File: config.mk
export PLATFORM = sky130hd
export DESIGN_NAME = fetch_unit
export DESIGN_NICKNAME = d
export VERILOG_FILES = /design/src/rtl/fetch_unit.sv
export SDC_FILE = /design/constraint.sdc
export NUM_CORES = 1
export LEC_CHECK = 0
export CAP_MARGIN = 20
export CORE_MARGIN = 4
export CORE_UTILIZATION = 48
export DETAILED_ROUTE_END_ITERATION = 8
export PLACE_DENSITY = 0.83
export SLEW_MARGIN = 10
export SYNTH_ARGS = -nofsm -noshare
export SYNTH_HDL_FRONTEND = slang
export SYNTH_SLANG_ARGS = --single-unit
File: constraint.sdc
create_clock -name clk -period 3.2 [get_ports clk]
set_input_delay 0.64 -clock clk [delete_from_list [all_inputs] [get_ports clk]]
set_output_delay 0.64 -clock clk [all_outputs]
set_load 0.02 [all_outputs]
File: src/rtl/fetch_unit.sv
// ---------------------------------------------------------------------------
// fetch_unit
//   Instruction-fetch stage that sits directly after the PC unit. It reads the
//   current PC and issues one word request to instruction memory. The fetched
//   instruction and its PC go to decode over a valid/ready handshake. Only one
//   fetch is in flight at a time, and there is no prefetch.
//
// Ports
//   clk, rst_n        core clock, asynchronous active-low reset
//   pc_i              current PC from the PC unit
//   pc_en_o           one-cycle PC-advance pulse (on accept or flush)
//   flush_i           redirect from execute; abandons the current fetch
//   imem_req_o        memory request, held until granted
//   imem_addr_o       request byte address (pc_i while requesting, else 0)
//   imem_gnt_i        memory accepted the request this cycle
//   imem_rvalid_i     read data valid (only honoured in WAIT)
//   imem_rdata_i      read data
//   if_valid_o        instruction valid to decode
//   if_ready_i        decode accepts
//   if_instr_o        instruction word (NOP_INSTR on fault)
//   if_pc_o           PC of if_instr_o
//   if_fault_o        misaligned PC or response timeout
// ---------------------------------------------------------------------------
module fetch_unit #(
    parameter int unsigned TIMEOUT_CYCLES = 16,
    parameter logic [31:0] NOP_INSTR      = 32'h0000_0013
) (
    input  logic        clk,
    input  logic        rst_n,
    input  logic [31:0] pc_i,
    output logic        pc_en_o,
    input  logic        flush_i,
    output logic        imem_req_o,
    output logic [31:0] imem_addr_o,
    input  logic        imem_gnt_i,
    input  logic        imem_rvalid_i,
    input  logic [31:0] imem_rdata_i,
    output logic        if_valid_o,
    input  logic        if_ready_i,
    output logic [31:0] if_instr_o,
    output logic [31:0] if_pc_o,
    output logic        if_fault_o
);

    localparam int CW = $clog2(TIMEOUT_CYCLES + 1);

    // The counter holds the number of WAIT cycles already spent. When it
    // reads TIMEOUT_CYCLES-1, the current cycle is the last permitted one.
    localparam logic [CW-1:0] TO_LAST = CW'(TIMEOUT_CYCLES - 1);

    localparam logic [1:0] S_IDLE = 2'd0;
    localparam logic [1:0] S_REQ  = 2'd1;
    localparam logic [1:0] S_WAIT = 2'd2;
    localparam logic [1:0] S_HOLD = 2'd3;

    logic [1:0]    r_state;
    logic [CW-1:0] r_cnt;
    logic          r_drop;
    logic [31:0]   r_pc_q;
    logic [31:0]   r_instr;
    logic [31:0]   r_pc;
    logic          r_fault;

    logic w_misaligned;
    logic w_req;
    logic w_timeout;
    logic w_resp;

    assign w_misaligned = (pc_i[1:0] != 2'b00);
    // A misaligned PC never reaches memory.
    assign w_req        = (r_state == S_REQ) && !w_misaligned;
    assign w_timeout    = (r_cnt == TO_LAST);
    // A WAIT cycle ends on either a response or a timeout.
    assign w_resp       = imem_rvalid_i || w_timeout;

    assign imem_req_o  = w_req;
    assign imem_addr_o = w_req ? pc_i : 32'h0;

    // A flush that lands on the same cycle as an accept still produces only
    // one pulse. The two conditions are OR-ed into a single cycle.
    assign pc_en_o = flush_i || ((r_state == S_HOLD) && if_ready_i);

    assign if_valid_o = (r_state == S_HOLD);
    assign if_instr_o = r_instr;
    assign if_pc_o    = r_pc;
    assign if_fault_o = r_fault;

    always_ff @(posedge clk or negedge rst_n) begin
        if (!rst_n) begin
            r_state <= S_IDLE;
            r_cnt   <= '0;
            r_drop  <= 1'b0;
            r_pc_q  <= 32'h0;
            r_instr <= NOP_INSTR;
            r_pc    <= 32'h0;
            r_fault <= 1'b0;
        end else begin
            case (r_state)
                S_IDLE: begin
                    r_state <= S_REQ;
                end

                S_REQ: begin
                    if (w_req && imem_gnt_i) begin
                        // A grant is binding even when a flush arrives on
                        // the same cycle. The response must still be
                        // drained, so we go to WAIT and discard the result.
                        r_pc_q  <= pc_i;
                        r_cnt   <= '0;
                        r_state <= S_WAIT;
                        if (flush_i) begin
                            r_drop <= 1'b1;
                        end
                    end else if (flush_i) begin
                        r_state <= S_REQ;
                    end else if (w_misaligned) begin
                        r_instr <= NOP_INSTR;
                        r_pc    <= pc_i;
                        r_fault <= 1'b1;
                        r_state <= S_HOLD;
                    end
                end

                S_WAIT: begin
                    r_cnt <= r_cnt + 1'b1;
                    if (w_resp) begin
                        r_drop <= 1'b0;
                        if (flush_i || r_drop) begin
                            // The result is stale. Consume it silently and
                            // refetch from the redirected PC.
                            r_state <= S_REQ;
                        end else begin
                            r_pc    <= r_pc_q;
                            r_state <= S_HOLD;
                            if (imem_rvalid_i) begin
                                r_instr <= imem_rdata_i;
                                r_fault <= 1'b0;
                            end else begin
                                r_instr <= NOP_INSTR;
                                r_fault <= 1'b1;
                            end
                        end
                    end else if (flush_i) begin
                        r_drop <= 1'b1;
                    end
                end

                S_HOLD: begin
                    if (flush_i || if_ready_i) begin
                        r_state <= S_REQ;
                    end
                end

                default: begin
                    r_state <= S_IDLE;
                end
            endcase
        end
    end

endmodule

==> results.yml <==
route:
  avgRoutedWirePerCell_um: 17.5
  drc: 0
  drt.antenna.violating_nets: 0
  wl_mm: 11.8
  first_pass_iters: 4
  drtIter0Drc: 144
  vias: 3667
  vias_per_cell: 5.42
power_and_ir_drop:
  pwr_density_cell_mw_per_mm2: 773
  leakage_nw: 2.76
  ir_worst_vdd_mv: 0.466
place:
  gp_congestion: 0.789
  hpwl_mm: 8.36
  placed_area_mm2: 0.00648
  io_buffers: 167
sta:
  slew-limit-headroom: 0.516
  worst_slew_pin_slew_ps: 726
  post-route-period-util: 0.952
  finalCriticalPeriod_ps: 3050
  hold_violations: 0
  fin_tns_setup_ps: 0
  finClkSkew_ps: 16.1
  rsz0062_at_grt: "false"
  drv_slew: 0
  fmax_ghz: 0.328
  setup_viol: 0
setup_path:
  critPathKind: "reg2out"
  r2r_slack_ps: 950
  cp.arrival_ps: 2410
  r2r-start: "r_cnt[0]$_DFFE_PN0P_"
  reg2regPathDepth: 9
  worst-path-max-fanout: 30
  startpoint_type: "flip-flop"
  crit-reg2reg-capture: "if_instr_o[19]$_DFFE_PN0P_"
  crit_path_end_kind: "output port"
  worst_ep_required_time_ps: 2560
die:
  num_io_pins: 170
  die-area_mm2: 0.0114
  placement_rows: 35
  start_util: 0.500
  fp.dieW_um: 107
  fp.dieH_um: 107
  core_mm2: 0.00937
global_routing:
  grt_remaining_overflow: 0
  track_usage: 0.209
  grt_pass1_wl_mm: 19.2
  grt_pass1_vias: 3822
  grt_max_degree: 58
  antenna_found_initial: 0
clock_network:
  cts_buffers: 9
  cts_buffer_depth: 2
  postCtsHoldBufs: 0
  cts_htree_levels: 3
  cts_resized: 0
  cts_tree: "yes"
  post_cts_buffers: 0
  clk_latency_ps: 360
  cts-root-buf: "clkbuf_8"
  numClockSinks: 105
  clk_pin_slew_ps: 100
synth:
  ys.flop_type: "dfrtp_1"
  synth-async-reset-ratio: 1.00
  synth_edf_count: 0
  synth_cells: 389
  netlist_area_mm2: 0.00468
  synth-seq-cells: 105
  yosysWarnings: 0
  syn_area_per_cell_um2: 12.0
  ys_types: 37
  synth_top_area_frac: 0.545
  yosysSeqAreaShare: 0.562
  yosysTopAreaCell: "dfrtp_1"
  netlist_top_cells_area: "dfrtp_1 (55%), mux2_2 (7.5%), mux2i_1 (7.1%), a22o_1 (5.4%), a21oi_1 (4.4%)"
finish:
  drive_above_1_share: 0.122
  antennaDiodeCount: 0
  stdcell_area_mm2: 0.00671
  multi_input_area_mm2: 0.00187
  final_cell_mix: "clkdlybuf4s50_1 (166), dfrtp_1 (102), a21oi_1 (41), mux2i_1 (33)"
  fillers: 699
  area_growth_pct: 43.2
  final-seq-area_mm2: 0.00263
  finalNetCount: 618
  final_common_cell: "clkdlybuf4s50_1"
  final_util: 0.716
flow_run:
  max_cap_viol_count: 0
hold_path:
  hold_path.class: "in2async"
run_status:
  outcome: "complete, no violations"
## sequential cells by signal, indices dropped and copies added, names as in the netlist
signal and count:
r_drop 1, if_instr_o 32, if_fault_o 1, r_cnt 5
r_pc_q 32, r_state 2, if_pc_o 32
## Yosys cell counts (2+ instances only)
| library cell | n |
|---|---|
| buf_2 | 17 |
| a21o_1 | 2 |
| dfstp_2 | 3 |
| and2_1 | 32 |
| dfrtp_1 | 102 |
| a211oi_1 | 2 |
| inv_1 | 8 |
| clkbuf_1 | 13 |
| nand2_1 | 8 |
| ha_1 | 5 |
| mux2_2 | 31 |
| buf_6 | 3 |
| mux2i_1 | 33 |
| buf_4 | 3 |
| a21oi_1 | 41 |
| a22o_1 | 29 |
| o21ai_0 | 3 |
| a31oi_1 | 32 |
| nor2_1 | 4 |
## layout make-up
class	count	share of cell area
Multi-Input combinational cell	241	0.278
Tap cell	129	0.0241
Clock inverter	5	0.0131
Sequential cell	105	0.392
Inverter	8	0.00448
Clock buffer	11	0.0211
Timing Repair Buffer	178	0.267
## stage by stage
stage / total power [mW] / worst slack, ps / hold WS, ps / std cells
2_1_floorplan: 3.35 / 850 / 344 / 390
3_3_place_gp: 4.22 / 184 / 466 / 661
3_5_place_dp: 4.30 / 129 / 471 / 661
4_1_cts: 5.22 / 34.9 / 320 / 677
5_1_grt: 5.51 / 3.64 / 345 / 677
6_report: 5.19 / 154 / 302 / 677
## worst max path at each step
stage / to / slack, ps / start
after floorplan: imem_addr_o[22] / 850 / r_state[1]$_DFFE_PN0P_
after global placement: imem_addr_o[21] / 180 / pc_i[0]
after detailed placement: imem_addr_o[23] / 130 / pc_i[0]
after CTS: imem_addr_o[22] / 30 / r_state[1]$_DFFE_PN0P_
after global routing: imem_addr_o[22] / 4 / r_state[1]$_DFFE_PN0P_
final: imem_addr_o[23] / 150 / r_state[1]$_DFFE_PN0P_
## cell families (layout without fill, tap and decap cells)
logic type,count (synthesis),count (layout),synth area share
muxes,64,64,0.145
adders and majority gates,5,5,0.0134
AOI/OAI and AO/OA,117,117,0.166
DFF,105,105,0.562
and+or+nand+nor,53,53,0.0663
buffers and inverters,44,202,0.0470
other,1,2,0.000801
## layer usage
| metal | global-route usage | vias to the layer above | routed length (um) |
|---|---|---|---|
| met2 | 0.349 | 141 | 5510 |
| met5 | 0 | - | 0 |
| met4 | 0.0539 | 0 | 176 |
| met3 | 0.0590 | 13 | 966 |
| met1 | 0.268 | 1797 | 5170 |
| li1 | - | 1716 | - |
## power breakdown
group / internal, mW / total (mW) / switching, mW
registers: 1.77 / 2.02 / 0.248
logic: 1.05 / 2.25 / 1.20
clock network: 0.470 / 0.917 / 0.447
total: 3.29 / 5.19 / 1.90
## critical path: stages (launching register included)
cell	delay, ps
dfrtp_1	430
inv_1	70
ha_2	250
inv_1	100
nor3_2	230
buf_12	210
and2_1	140
clkdlybuf4s50_1	610
Power figures use the tool's default switching activity.
